--- src/rtl/button_event_decoder.sv ---
// button_event_decoder
//   Turns a clean, debounced active-high button level into one-cycle user
//   events: press, release, click, double-click and long-press. A build-time
//   option adds auto-repeat ticks while the button is held long.
//
//   Build option: define BTN_REPEAT_EN to enable auto-repeat in the long-hold
//   state. Without it, repeat_o is tied low.
//
//   Ports:
//     clk_i      in   system clock, rising edge
//     rst_i      in   synchronous active-high reset
//     level_i    in   debounced button level, 1 = pressed
//     press_o    out  1-cycle pulse on each press
//     release_o  out  1-cycle pulse on each release
//     click_o    out  1-cycle pulse, single click confirmed
//     dclick_o   out  1-cycle pulse, double click
//     long_o     out  1-cycle pulse, long-press threshold reached
//     repeat_o   out  1-cycle pulse, auto-repeat tick
//     held_o     out  level, high while in the long-hold state
module button_event_decoder #(
  parameter int unsigned LONG_CYCLES   = 1000,
  parameter int unsigned DCLICK_CYCLES = 300,
  parameter int unsigned REPEAT_CYCLES = 200,
  parameter int unsigned CNT_W         = 16
) (
  input  logic clk_i,
  input  logic rst_i,
  input  logic level_i,
  output logic press_o,
  output logic release_o,
  output logic click_o,
  output logic dclick_o,
  output logic long_o,
  output logic repeat_o,
  output logic held_o
);

  localparam longint unsigned CNT_LIM = 64'(1) << CNT_W;

  // Reject thresholds the shared counter cannot reach.
  if (LONG_CYCLES < 2 || 64'(LONG_CYCLES) >= CNT_LIM ||
      DCLICK_CYCLES < 2 || 64'(DCLICK_CYCLES) >= CNT_LIM ||
      REPEAT_CYCLES < 2 || 64'(REPEAT_CYCLES) >= CNT_LIM) begin : g_bad_param
    $error("button_event_decoder: *_CYCLES must be >= 2 and < 2**CNT_W");
  end

  localparam logic [CNT_W-1:0] LONG_MAX   = CNT_W'(LONG_CYCLES - 1);
  localparam logic [CNT_W-1:0] DCLICK_MAX = CNT_W'(DCLICK_CYCLES - 1);
`ifdef BTN_REPEAT_EN
  localparam logic [CNT_W-1:0] REPEAT_MAX = CNT_W'(REPEAT_CYCLES - 1);
`endif

  typedef enum logic [2:0] {
    IDLE        = 3'd0,
    PRESSED     = 3'd1,
    WAIT_SECOND = 3'd2,
    PRESSED2    = 3'd3,
    LONG_HELD   = 3'd4
  } state_t;

  state_t           state_q, state_d;
  logic [CNT_W-1:0] cnt_q, cnt_d;
  logic             level_q;
  logic             rise, fall;
  logic             press_d, release_d, click_d, dclick_d, long_d, held_d;
`ifdef BTN_REPEAT_EN
  logic             repeat_d;
`endif

  assign rise = level_i & ~level_q;
  assign fall = ~level_i & level_q;

  // State, counter, edge history and registered event outputs.
  always_ff @(posedge clk_i) begin
    if (rst_i) begin
      state_q   <= IDLE;
      cnt_q     <= '0;
      level_q   <= 1'b0;
      press_o   <= 1'b0;
      release_o <= 1'b0;
      click_o   <= 1'b0;
      dclick_o  <= 1'b0;
      long_o    <= 1'b0;
      held_o    <= 1'b0;
    end else begin
      state_q   <= state_d;
      cnt_q     <= cnt_d;
      level_q   <= level_i;
      press_o   <= press_d;
      release_o <= release_d;
      click_o   <= click_d;
      dclick_o  <= dclick_d;
      long_o    <= long_d;
      held_o    <= held_d;
    end
  end

`ifdef BTN_REPEAT_EN
  always_ff @(posedge clk_i) begin
    if (rst_i) begin
      repeat_o <= 1'b0;
    end else begin
      repeat_o <= repeat_d;
    end
  end
`else
  assign repeat_o = 1'b0;
`endif

  // Next state and event decode; edges always take priority over thresholds.
  always_comb begin
    state_d   = state_q;
    cnt_d     = cnt_q + CNT_W'(1);
    press_d   = 1'b0;
    release_d = 1'b0;
    click_d   = 1'b0;
    dclick_d  = 1'b0;
    long_d    = 1'b0;
`ifdef BTN_REPEAT_EN
    repeat_d  = 1'b0;
`endif

    unique case (state_q)
      IDLE: begin
        cnt_d = '0;
        if (rise) begin
          press_d = 1'b1;
          state_d = PRESSED;
        end
      end
      PRESSED: begin
        if (fall) begin
          release_d = 1'b1;
          state_d   = WAIT_SECOND;
        end else if (cnt_q == LONG_MAX) begin
          long_d  = 1'b1;
          state_d = LONG_HELD;
        end
      end
      WAIT_SECOND: begin
        if (rise) begin
          press_d = 1'b1;
          state_d = PRESSED2;
        end else if (cnt_q == DCLICK_MAX) begin
          click_d = 1'b1;
          state_d = IDLE;
        end
      end
      PRESSED2: begin
        if (fall) begin
          release_d = 1'b1;
          dclick_d  = 1'b1;
          state_d   = IDLE;
        end else if (cnt_q == LONG_MAX) begin
          // The first tap is still owed its click.
          click_d = 1'b1;
          long_d  = 1'b1;
          state_d = LONG_HELD;
        end
      end
      LONG_HELD: begin
`ifdef BTN_REPEAT_EN
        if (fall) begin
          release_d = 1'b1;
          state_d   = IDLE;
        end else if (cnt_q == REPEAT_MAX) begin
          repeat_d = 1'b1;
          cnt_d    = '0;
        end
`else
        cnt_d = '0;
        if (fall) begin
          release_d = 1'b1;
          state_d   = IDLE;
        end
`endif
      end
      default: begin
        state_d = IDLE;
      end
    endcase

    if (state_d != state_q) begin
      cnt_d = '0;
    end
    held_d = (state_d == LONG_HELD);
  end

endmodule

--- config.mk ---
export PLATFORM = sky130hd
export DESIGN_NAME = button_event_decoder
export DESIGN_NICKNAME = d
export VERILOG_FILES = /design/src/rtl/button_event_decoder.sv
export SDC_FILE = /design/constraint.sdc
export NUM_CORES = 1
export LEC_CHECK = 0
export BUFFER_PORTS_ARGS = -buffer_cell sky130_fd_sc_hd__buf_4
export CAP_MARGIN = 30
export CORE_ASPECT_RATIO = 1.75
export CORE_MARGIN = 2
export CORE_UTILIZATION = 45
export DETAILED_ROUTE_END_ITERATION = 8
export PLACE_DENSITY_LB_ADDON = 0.25
export SYNTH_ARGS = -nofsm -noshare
export SYNTH_HDL_FRONTEND = slang
export SYNTH_SLANG_ARGS = --single-unit
--- constraint.sdc ---
create_clock -name clk_i -period 3.4 [get_ports clk_i]
set_input_delay 0 -clock clk_i [delete_from_list [all_inputs] [get_ports clk_i]]
set_output_delay 0 -clock clk_i [all_outputs]
set_load 0.1 [all_outputs]
==> metrics, run 1 <==
net count after synthesis 134; Die X-Extent 42.0 um; total routing usage reported by global routing 15.8%; Finished Cell Area 1280 um2; Placed Instance Area 1200 um2; kind of launch point of the worst setup path register; clock latency on the worst-skew pair 0.27 ns; DRC viols 0; number of sinks on the clock net 26; CTS H-tree depth 1; post-synthesis sequential area ratio 45.8%; largest clock skew in the final design 0.00220 ns; required time of the critical path 3.56 ns; final-report hold violation count 0; type of the most critical hold path reg2reg; crit path time final 2.39 ns; DRC violation total after the first TritonRoute iteration 39; post-layout worst setup margin 1.01 ns; vias 899; Setup WS pre-CTS 1.05 ns; Least-Margin Pin Slew 0.605 ns; arrival time at the worst endpoint 2.55 ns; synthesized area 1140 um2; hold depth 1; cts bufs inserted 3; class of the most critical setup path reg2reg; largest vdd supply drop 0.000279 V; Synth Warn # 0; area added between synthesis and finish 13.0%; count of antenna diodes in the layout 0; power density over the cells 426 nW/um2; per-cell routed wire length 12.6 um; Endpoint, Worst Hold cnt_q[0]; WL final 2.09 mm; pin count of the biggest net entering global routing 17; depth of the worst register-to-register path 6; overall overflow remaining after global route 0; CP Capture Type register; worst reg2reg startpoint cnt_q[0]; max-capacitance violation count 0; reg2reg end cnt_q[10]; average footprint of a synthesized cell 8.74 um2; most frequent cells in the layout sky130_fd_sc_hd__nor2_1, sky130_fd_sc_hd__dfxtp_1, sky130_fd_sc_hd__xnor2_1, sky130_fd_sc_hd__nand3_1, sky130_fd_sc_hd__buf_4; fmax 418 MHz; Max Root-Sink Buffers 2; initial cell density of the core 46.7%; total number of nets in the final design 145; I/O pin cnt 10; layout cells sized above 1 12.9%; synthesized instance count 130; Cell Rows 24; worst min-delay path startpoint cnt_q[0]; status complete, no violations; via count of the first global-routing pass 883; router iterations before antenna repair 4; CORE AREA 2430 um2; number of vias per cell after detailed routing 5.42; highest fanout seen on the critical path 16; first-pass GRT wire length 3.62 mm; library cell used as clock root buffer sky130_fd_sc_hd__clkbuf_8; fin crit share 70.4%; clock transition at the registers of the reported paths 0.08 ns; count of port buffers added during placement 8; floorplan die area 2960 um2; GP Congestion 0.864; Setup Viol. Count Final 0; floorplan die height 70.5 um; Lkg Pwr 0.000431 uW; most frequent standard cell in the layout excluding fill and tap cells sky130_fd_sc_hd__nor2_1; Final Max Slew Viols 0; synth unique cells 34; minimum setup slack among reg-to-reg paths 1.01 ns; worst slew margin relative to its limit 59.3%; number of flip-flops and latches in the synthesized netlist 26; CTS tree done; setup repair after global routing missed its margin no; antenna violation net count after detailed routing 0; Post-DP HPWL 1.50 mm; Total Negative Setup Slacks 0 ns; initial antenna violation count 0
-- logic make-up (layout without fill, tap and decap cells) --
family | count (synthesis) | after routing | synth area share (%)
other | 1 | 1 | 0.330
AO/OA/AOI/OAI | 11 | 11 | 7.16
adder cells (fa/ha/maj) | 1 | 1 | 1.10
AND/OR/NAND/NOR | 69 | 69 | 31.2
buffers and inverters | 8 | 18 | 3.63
flip-flops | 26 | 26 | 45.8
XOR/XNOR | 14 | 14 | 10.8
-- repair_timing --
action	4_1_cts	5_1_grt
resized for setup	0	0
buffers inserted	0	0
hold endpoints to repair	8	0
hold buffers	3	0
-- sequential cells by signal, summed over array words and instances (netlist names) --
name / flops
long_o: 1
state_q: 3
cnt_q: 16
dclick_o: 1
click_o: 1
release_o: 1
held_o: 1
press_o: 1
level_q: 1
-- Yosys cell counts --
cell                        n  share of area [%]
sky130_fd_sc_hd__inv_1      3               0.99
sky130_fd_sc_hd__nor2b_1    3                1.7
sky130_fd_sc_hd__o21ai_0    2               0.88
sky130_fd_sc_hd__ha_1       1                1.1
sky130_fd_sc_hd__nand2_1    6                2.0
sky130_fd_sc_hd__xnor2_1    9                6.9
sky130_fd_sc_hd__and4_1     1               0.77
sky130_fd_sc_hd__a21oi_1    4                1.8
sky130_fd_sc_hd__nor3b_1    1               0.66
sky130_fd_sc_hd__o32a_2     1               0.99
sky130_fd_sc_hd__or4b_2     1               0.88
sky130_fd_sc_hd__nor3_1     5                2.2
sky130_fd_sc_hd__a311oi_1   1               0.77
sky130_fd_sc_hd__and2b_2    1               0.77
sky130_fd_sc_hd__nand2b_1   2                1.1
sky130_fd_sc_hd__a221o_2    1               0.99
sky130_fd_sc_hd__dfxtp_1   26                 46
sky130_fd_sc_hd__o211ai_2   1                1.1
sky130_fd_sc_hd__or4b_1     1               0.88
sky130_fd_sc_hd__conb_1     1               0.33
sky130_fd_sc_hd__xor2_1     5                3.9
sky130_fd_sc_hd__nor2_1    28                9.3
sky130_fd_sc_hd__a22oi_1    1               0.66
sky130_fd_sc_hd__nor4_1     2                1.1
sky130_fd_sc_hd__nand3_1    8                3.5
sky130_fd_sc_hd__and3_1     2                1.1
sky130_fd_sc_hd__clkbuf_1   3               0.99
sky130_fd_sc_hd__or4_4      1               0.99
sky130_fd_sc_hd__nand3b_1   3                2.0
sky130_fd_sc_hd__buf_6      1               0.99
sky130_fd_sc_hd__or4_1      1               0.66
sky130_fd_sc_hd__nand4_1    2                1.1
sky130_fd_sc_hd__buf_4      1               0.66
sky130_fd_sc_hd__and2_1     1               0.55
-- per-layer routing --
metal / track usage (%) / part of all wire [%] / up-vias
li1: - / - / 459
met5: 0 / 0 / -
met3: 2.58 / 2.6 / 7
met2: 28.6 / 53 / 22
met4: 9.68 / 2.9 / 0
met1: 16.3 / 41 / 411
-- how the worst max path moves through the flow --
stage	from	end	slack [ns]
global placement	cnt_q[0]	cnt_q[4]	1.11
CTS	cnt_q[0]	cnt_q[10]	1.02
floorplan	cnt_q[0]	cnt_q[12]	1.19
detailed placement	cnt_q[0]	cnt_q[13]	1.05
global route	cnt_q[10]	cnt_q[5]	0.92
finish	cnt_q[0]	cnt_q[10]	1.01
-- final cells by class --
cell class	count	area, um2
repair buffers	11	90.1
fillers	235	1150
well taps	26	32.5
inverters	3	11.3
multi-input cells	96	574
clock buffers	4	55.1
flip-flops and latches	26	520
-- critical path: stages, from the launching register on --
cell and delay [ns]:
sky130_fd_sc_hd__dfxtp_1 0.36, sky130_fd_sc_hd__ha_1 0.26, sky130_fd_sc_hd__or4b_2 0.61, sky130_fd_sc_hd__or4_4 0.45, sky130_fd_sc_hd__o211ai_2 0.15, sky130_fd_sc_hd__a221o_2 0.36, sky130_fd_sc_hd__nor2_1 0.09
-- per-stage QoR --
step	hold WS (ns)	instances	util, %	total power, uW
after floorplan	0.128	130	-	348
final	0.451	166	52.8	546
after global placement	0.237	159	49.3	353
after CTS	0.449	166	52.8	551
after global routing	0.488	166	52.8	569
after detailed placement	0.251	159	49.3	354
-- where the power goes --
part	leakage [uW]	total, uW	internal [uW]	switching [uW]
Clock	0.0000288	197	104	93.4
Combinational	0.000192	38.8	12.2	26.7
Sequential	0.000210	310	308	2.76
Total	0.000431	546	423	123
Note: power is estimated with default switching activity, not from simulation.
==> run 2, diff against run 1 <==
Settings changed: ABC_AREA from default to 1.
Clock period 3.4 ns to 2.3 ns, I/O delays scaled along.
==> run 2 against run 1 <==
Compared with the run above: sequential share of layout area decreased by 4.6 points; critical path depth increased by 4; die area up 14%; critical endpoint is now cnt_q[2].
==> metrics, run 2 <==
max-capacitance violation count 0 (unchanged); largest registers cnt_q: 16 flops, state_q: 3 flops; simple-gate portion of the synthesized area 37.1% (+5.9 points); layout cells sized above 1 24.9% (+12 points); reg2reg end cnt_q[2]; via count of the first global-routing pass 1059 (+20%); clock transition at the registers of the reported paths 0.08 ns (about the same); crit-path most repeated cell sky130_fd_sc_hd__nor2_1; critical path endpoint cnt_q[2]; Max Root-Sink Buffers 2 (unchanged); largest clock skew in the final design 0.00446 ns (+0.00227 ns); relative contribution of the clock network to total power 32.8% (-3.3 points); Die X-Extent 44.8 um (+6.7%); Total Negative Setup Slacks 0 ns (unchanged); Lkg Pwr 0.000541 uW (+25%); Setup Viol. Count Final 0 (unchanged); most flop-heavy register cnt_q; router iterations before antenna repair 4 (unchanged); area share of fa/ha/maj cells after synthesis 0.955% (-0.15 points); initial antenna violation count 0 (unchanged); overall overflow remaining after global route 0 (unchanged); total number of nets in the final design 183 (+26%); delay of the slowest cell on the worst path 0.37 ns (-0.24 ns); vias 1027 (+14%); Largest register FFs 16 (unchanged); total routing usage reported by global routing 17.5% (+1.6 points); fin crit share 74.5% (+4.1 points); WL final 2.42 mm (+16%); depth of the worst register-to-register path 10 (+4); area added between synthesis and finish 10.6%; cts bufs inserted 3 (unchanged); EDFF count, synth 0 (unchanged); CORE AREA 2750 um2 (+13%); Seq pwr share 58.9% (+2.1 points); count of antenna diodes in the layout 0 (unchanged); required time of the critical path 2.46 ns (-1.10 ns); dominant combinational cell family by area after synthesis simple AND/OR/NAND/NOR gates; cells traversed along the worst timing path ha_1 > inv_1 > nor2_1 > nand2_1 > nor2_1 > nand3_1 > nand2_1 > nand3_2 > nand4_4 > nor2_1; I/O pin cnt 10 (unchanged); power density over the cells 538 nW/um2 (+27%); per-cell routed wire length 11.9 um (-5.8%); kind of launch point of the worst setup path register; library cell occupying the most area in the post-synthesis netlist sky130_fd_sc_hd__dfxtp_1; hold bufs inserted after CTS 3 (unchanged); number of setup buffers added after CTS 0 (unchanged); switching power summed over all nets 190 uW (+54%); antenna violation net count after detailed routing 0 (unchanged); synth unique cells 30 (-12%); Synth Flop Type sky130_fd_sc_hd__dfxtp_1; final core occ 52.6% (-0.14 points); fmax 584 MHz (+40%); proportion of register bits with asynchronous set or reset after synthesis 0% (unchanged); highest fanout seen on the critical path 16 (unchanged); status complete, no violations; Synth area leaders sky130_fd_sc_hd__dfxtp_1, sky130_fd_sc_hd__inv_1, sky130_fd_sc_hd__nor2_1; Critical Path Slowest Stage Cell sky130_fd_sc_hd__dfxtp_1; worst hold margin 0.465 ns (+0.0147 ns); most frequent standard cell in the layout excluding fill and tap cells sky130_fd_sc_hd__dfxtp_1; CTS H-tree depth 1 (unchanged); multiplexer share of the synthesized area 0% (unchanged); worst reg2reg startpoint cnt_q[0]; startpoint of the most critical setup path cnt_q[0]; synth cell count leaders sky130_fd_sc_hd__dfxtp_1, sky130_fd_sc_hd__inv_1, sky130_fd_sc_hd__nor2_1; CTS tree done; class of the most critical setup path reg2reg; number of flip-flops and latches in the synthesized netlist 26 (unchanged); Setup WS pre-CTS 0.595 ns (-0.454 ns); number of vias per cell after detailed routing 5.03 (-7.0%); Comb power frac 8.3% (+1.2 points); Post-Synth XOR/XNOR Area 7.35% (-3.4 points); quantity of gates resized following cts 0 (unchanged); worst min-delay path startpoint cnt_q[0]; share of the synthesized area in compound gates (AO/OA/AOI/OAI) 4.87% (-2.3 points); post-layout worst setup margin 0.587 ns (-0.421 ns); internal power consumption 590 uW (+39%); DRC viols 0 (unchanged); first-pass GRT wire length 4.30 mm (+19%); floorplan die height 75.4 um (+7.0%); minimum setup slack among reg-to-reg paths 0.59 ns (-0.42 ns); DRC violation total after the first TritonRoute iteration 25 (-36%); average footprint of a synthesized cell 7.89 um2 (-9.7%); GP Congestion 0.857 (-0.82%); library cell used as clock root buffer sky130_fd_sc_hd__clkbuf_8; final-report hold violation count 0 (unchanged); type of the most critical hold path reg2reg; initial cell density of the core 47.6% (+0.88 points); pin count of the biggest net entering global routing 17 (unchanged); top-area cell type share of the netlist area 39.7% (-6.1 points); library cell with the highest instance count after synthesis sky130_fd_sc_hd__dfxtp_1; setup repair after global routing missed its margin no; count of port buffers added during placement 8 (unchanged); post-synthesis sequential area ratio 39.7% (-6.1 points); fraction of power spent switching nets 24.3% (+1.8 points); arrival time at the worst endpoint 1.87 ns (-0.68 ns); number of sinks on the clock net 26 (unchanged); synthesized instance count 166 (+28%); crit path time final 1.71 ns (-0.679 ns); Post-DP HPWL 1.88 mm (+25%); Synth Warn # 0 (unchanged); largest vdd supply drop 0.000295 V (+5.7%); synthesized area 1310 um2 (+15%); Cell Rows 25 (+4.2%); most frequent cells in the layout sky130_fd_sc_hd__dfxtp_1, sky130_fd_sc_hd__inv_1, sky130_fd_sc_hd__nor2_1, sky130_fd_sc_hd__nand2_1, sky130_fd_sc_hd__nor2_2; net count after synthesis 170 (+27%); clock latency on the worst-skew pair 0.27 ns (about the same); Final Max Slew Viols 0 (unchanged); floorplan die area 3380 um2 (+14%); CP Capture Type register
==> run 2: changes by cell type in the layout (fill, tap and decap cells not counted), sizes merged, moves of 3 or more <==
cell / delta
nand3b: -3
o21ai: +4
nor2: +12
nand4: +3
nand3: +3
nor2b: -3
nand2: +15
inv: +24
xnor2: -5
==> run 2: layout make-up <==
type,count,area (um2)
multi-input combinational,110,662
inverter,27,101
clock buffer,3,41.3
fill,271,1300
tap,27,33.8
sequential,26,520
timing repair buffer,11,90.1
==> run 2: power groups by stage <==
stage	Clock [uW]	Combinational, uW	Sequential (uW)
detailed placement	0	60.8	470
global placement	0	59.9	470
floorplan	0	44.6	478
CTS	262	64.9	460
global route	275	70.2	460
finish	256	64.5	460
==> run 2: worst max-delay path: cells and delay by family (launching register included) <==
kind | cells | cell delay, ns
fa+ha+maj | 1 | 0.27
flops | 1 | 0.37
buf+inv | 1 | 0.06
simple gates | 8 | 0.89
==> run 2: routing by layer <==
metal	vias up	wire, um	GRT usage, %
met5	-	0	0
met4	0	75	10.8
met3	8	38	2.84
li1	534	-	-
met1	474	899	15.8
met2	11	1410	34.3
==> run 2: how the worst min path moves through the flow <==
stage	depth (start not counted)	to	slack, ns
floorplan	2	level_q	0.14
global placement	3	level_q	0.24
detailed placement	3	level_q	0.24
CTS	1	cnt_q[0]	0.47
global route	1	cnt_q[0]	0.50
finish	1	cnt_q[0]	0.47
==> run 2: cells by family after synthesis <==
| group | count (synthesis) |
|---|---|
| compound gates | 12 |
| buf+inv | 30 |
| xor+xnor | 11 |
| flops | 26 |
| fa+ha+maj | 1 |
| simple gates | 85 |
| other cells | 1 |
==> run 2: stage by stage <==
step / cells / power [uW] / area (um2)
6_report: 204 / 780 / 1450
5_1_grt: 204 / 805 / 1450
4_1_cts: 204 / 787 / 1450
3_5_place_dp: 198 / 531 / 1380
3_3_place_gp: 198 / 530 / 1380
2_1_floorplan: 166 / 523 / 1310
==> run 3, diff against run 2 <==
Clock period 2.3 ns to 1.75 ns, I/O delays scaled along.
==> run 3 against run 2 <==
Compared with the run above: sequential share of layout area is 1.3 points lower; cell area is 4.1% higher; clock skew hardly changed; first-iteration DRC count is 32% higher; combinational power is 47% higher; fmax is 7.5% higher; clock power is 50% higher; sequential cell count stayed put; count of clock-buffer cells in the layout is 1 higher; worst setup slack worse by 0.43 ns; critical endpoint is now cnt_q[4]; largest cell class unchanged; highest routed layer unchanged.
==> metrics, run 3 (synthesis results as in run 2) <==
GP Congestion 0.829 (-3.2%); count of port buffers added during placement 8 (unchanged); power density over the cells 719 nW/um2 (+34%); overall overflow remaining after global route 0 (unchanged); fill cell count 276 (+1.8%); Setup WS pre-CTS 0.0467 ns (-0.548 ns); max-capacitance violation count 0 (unchanged); library cell used as clock root buffer sky130_fd_sc_hd__clkbuf_8; initial antenna violation count 0 (unchanged); number of vias per cell after detailed routing 5.16 (+2.5%); number of sinks on the clock net 26 (unchanged); vias 1068 (+4.0%); per-cell routed wire length 12.8 um (+7.7%); largest registers cnt_q: 16 flops, state_q: 3 flops; floorplan die area 3380 um2 (unchanged); highest fanout seen on the critical path 8 (-8); Critical Path Slowest Stage Cell sky130_fd_sc_hd__dfxtp_1; relative contribution of the clock network to total power 35.4% (+2.6 points); CP Capture Type register; DRC violation total after the first TritonRoute iteration 33 (+32%); arrival time at the worst endpoint 1.76 ns (-0.11 ns); type of the most critical hold path reg2reg; fraction of power spent switching nets 23.9% (-0.40 points); worst reg2reg startpoint cnt_q[1]; largest vdd supply drop 0.000484 V (+64%); setup repair after global routing missed its margin no; delay of the slowest cell on the worst path 0.39 ns (+0.02 ns); Post-DP HPWL 1.93 mm (+2.6%); total routing usage reported by global routing 17.3% (-0.18 points); count of antenna diodes in the layout 0 (unchanged); fmax 628 MHz (+7.5%); Comb power frac 8.8% (+0.5 points); floorplan die height 75.4 um (unchanged); Max Root-Sink Buffers 2 (unchanged); Final Max Slew Viols 0 (unchanged); Cell Rows 25 (unchanged); router iterations before antenna repair 5 (+1); crit-path most repeated cell sky130_fd_sc_hd__nor2_1; total number of nets in the final design 185 (+1.1%); via count of the first global-routing pass 1087 (+2.6%); crit path time final 1.59 ns (-0.119 ns); post-layout worst setup margin 0.156 ns (-0.431 ns); CORE AREA 2750 um2 (unchanged); switching power summed over all nets 260 uW (+37%); I/O pin cnt 10 (unchanged); family with the most delay on the worst path simple AND/OR/NAND/NOR gates; CTS tree done; area added between synthesis and finish 15.2%; hold depth 1 (unchanged); DRC viols 0 (unchanged); Lkg Pwr 0.000553 uW (+2.3%); clock latency on the worst-skew pair 0.27 ns (about the same); most frequent cells in the layout sky130_fd_sc_hd__inv_1, sky130_fd_sc_hd__dfxtp_1, sky130_fd_sc_hd__nor2_1, sky130_fd_sc_hd__nand2_1, sky130_fd_sc_hd__nor2_2; WL final 2.64 mm (+9.3%); initial cell density of the core 47.6% (unchanged); cts bufs inserted 3 (unchanged); Seq pwr share 55.9% (-3.0 points); largest clock skew in the final design 0.00432 ns (-0.000143 ns); CTS H-tree depth 1 (unchanged); minimum setup slack among reg-to-reg paths 0.16 ns (-0.43 ns); cells traversed along the worst timing path ha_4 > inv_1 > nor2_1 > nand2_1 > nor2_1 > nand3_1 > nand2_1 > nand3_2 > nand4_4 > nor2_1; antenna violation net count after detailed routing 0 (unchanged); depth of the worst register-to-register path 10 (unchanged); class of the most critical setup path reg2reg; reg2reg end cnt_q[4]; status complete, no violations; Die X-Extent 44.8 um (unchanged); pin count of the biggest net entering global routing 17 (unchanged); required time of the critical path 1.92 ns (-0.54 ns); most flop-heavy register cnt_q; Largest register FFs 16 (unchanged); Setup Viol. Count Final 0 (unchanged); internal power consumption 825 uW (+40%); kind of launch point of the worst setup path register; first-pass GRT wire length 4.29 mm (-0.16%); WP buf/inv 1 (unchanged); clock transition at the registers of the reported paths 0.09 ns (about the same); worst min-delay path startpoint cnt_q[0]; fin crit share 91.1% (+17 points); Endpoint, Worst Hold cnt_q[0]; Total Negative Setup Slacks 0 ns (unchanged); layout cells sized above 1 27.8% (+2.9 points); final-report hold violation count 0 (unchanged)
==> run 3: metal layers <==
metal,part of all wire (%),GRT usage [%],wire [um]
met4,3.6,12.1,94
met2,56,32.9,1470
met1,38,16.1,992
met5,0,0,0
met3,3.1,2.61,82
==> run 3: final cells by class <==
cell class                      instances  area (um2)  share of cell area [%]
Clock buffer                            4        55.1                    3.65
Multi-Input combinational cell        111         699                    46.4
Timing Repair Buffer                   12        97.6                    6.47
Inverter                               27         101                    6.72
Sequential cell                        26         522                    34.6
Tap cell                               27        33.8                    2.24
==> run 3: worst max-delay path by stage <==
stage,cells after the start,slack (ns),to,startpoint
detailed placement,10,0.05,cnt_q[2],cnt_q[0]
CTS,10,0.03,cnt_q[2],cnt_q[0]
finish,10,0.16,cnt_q[4],cnt_q[1]
floorplan,11,0.23,cnt_q[9],cnt_q[0]
global route,10,0.03,cnt_q[12],cnt_q[1]
global placement,10,0.12,cnt_q[0],cnt_q[0]
==> run 3: timing repair <==
action	CTS	global route
setup endpoints to repair	0	16
hold buffers	3	0
buffers inserted	0	0
resized for setup	0	5
hold endpoints to repair	10	0
==> run 3: metrics by stage <==
stage                     cell area, um2  total power, uW  utilization (%)  hold slack (ns)  std cells
after floorplan                     1310              687                -            0.142        166
after global placement              1390              697             50.3            0.238        199
after detailed placement            1390              698             50.3            0.245        199
after CTS                           1470             1080             53.4            0.488        206
after global routing                1510             1120             54.8            0.482        207
final                               1510             1080             54.8            0.465        207
==> run 3: power groups by stage <==
stage	registers (uW)	clock network, uW	logic (uW)
final	606	384	95.1
after global routing	607	415	103
after CTS	604	394	85.2
after detailed placement	618	0	80.0
after global placement	618	0	78.9
after floorplan	628	0	58.6
==> run 3: worst register-to-register path: stages, from the launching register on <==
cell	delay, ns
sky130_fd_sc_hd__dfxtp_1	0.39
sky130_fd_sc_hd__ha_4	0.18
sky130_fd_sc_hd__inv_1	0.04
sky130_fd_sc_hd__nor2_1	0.07
sky130_fd_sc_hd__nand2_1	0.05
sky130_fd_sc_hd__nor2_1	0.14
sky130_fd_sc_hd__nand3_1	0.09
sky130_fd_sc_hd__nand2_1	0.10
sky130_fd_sc_hd__nand3_2	0.14
sky130_fd_sc_hd__nand4_4	0.23
sky130_fd_sc_hd__nor2_1	0.05
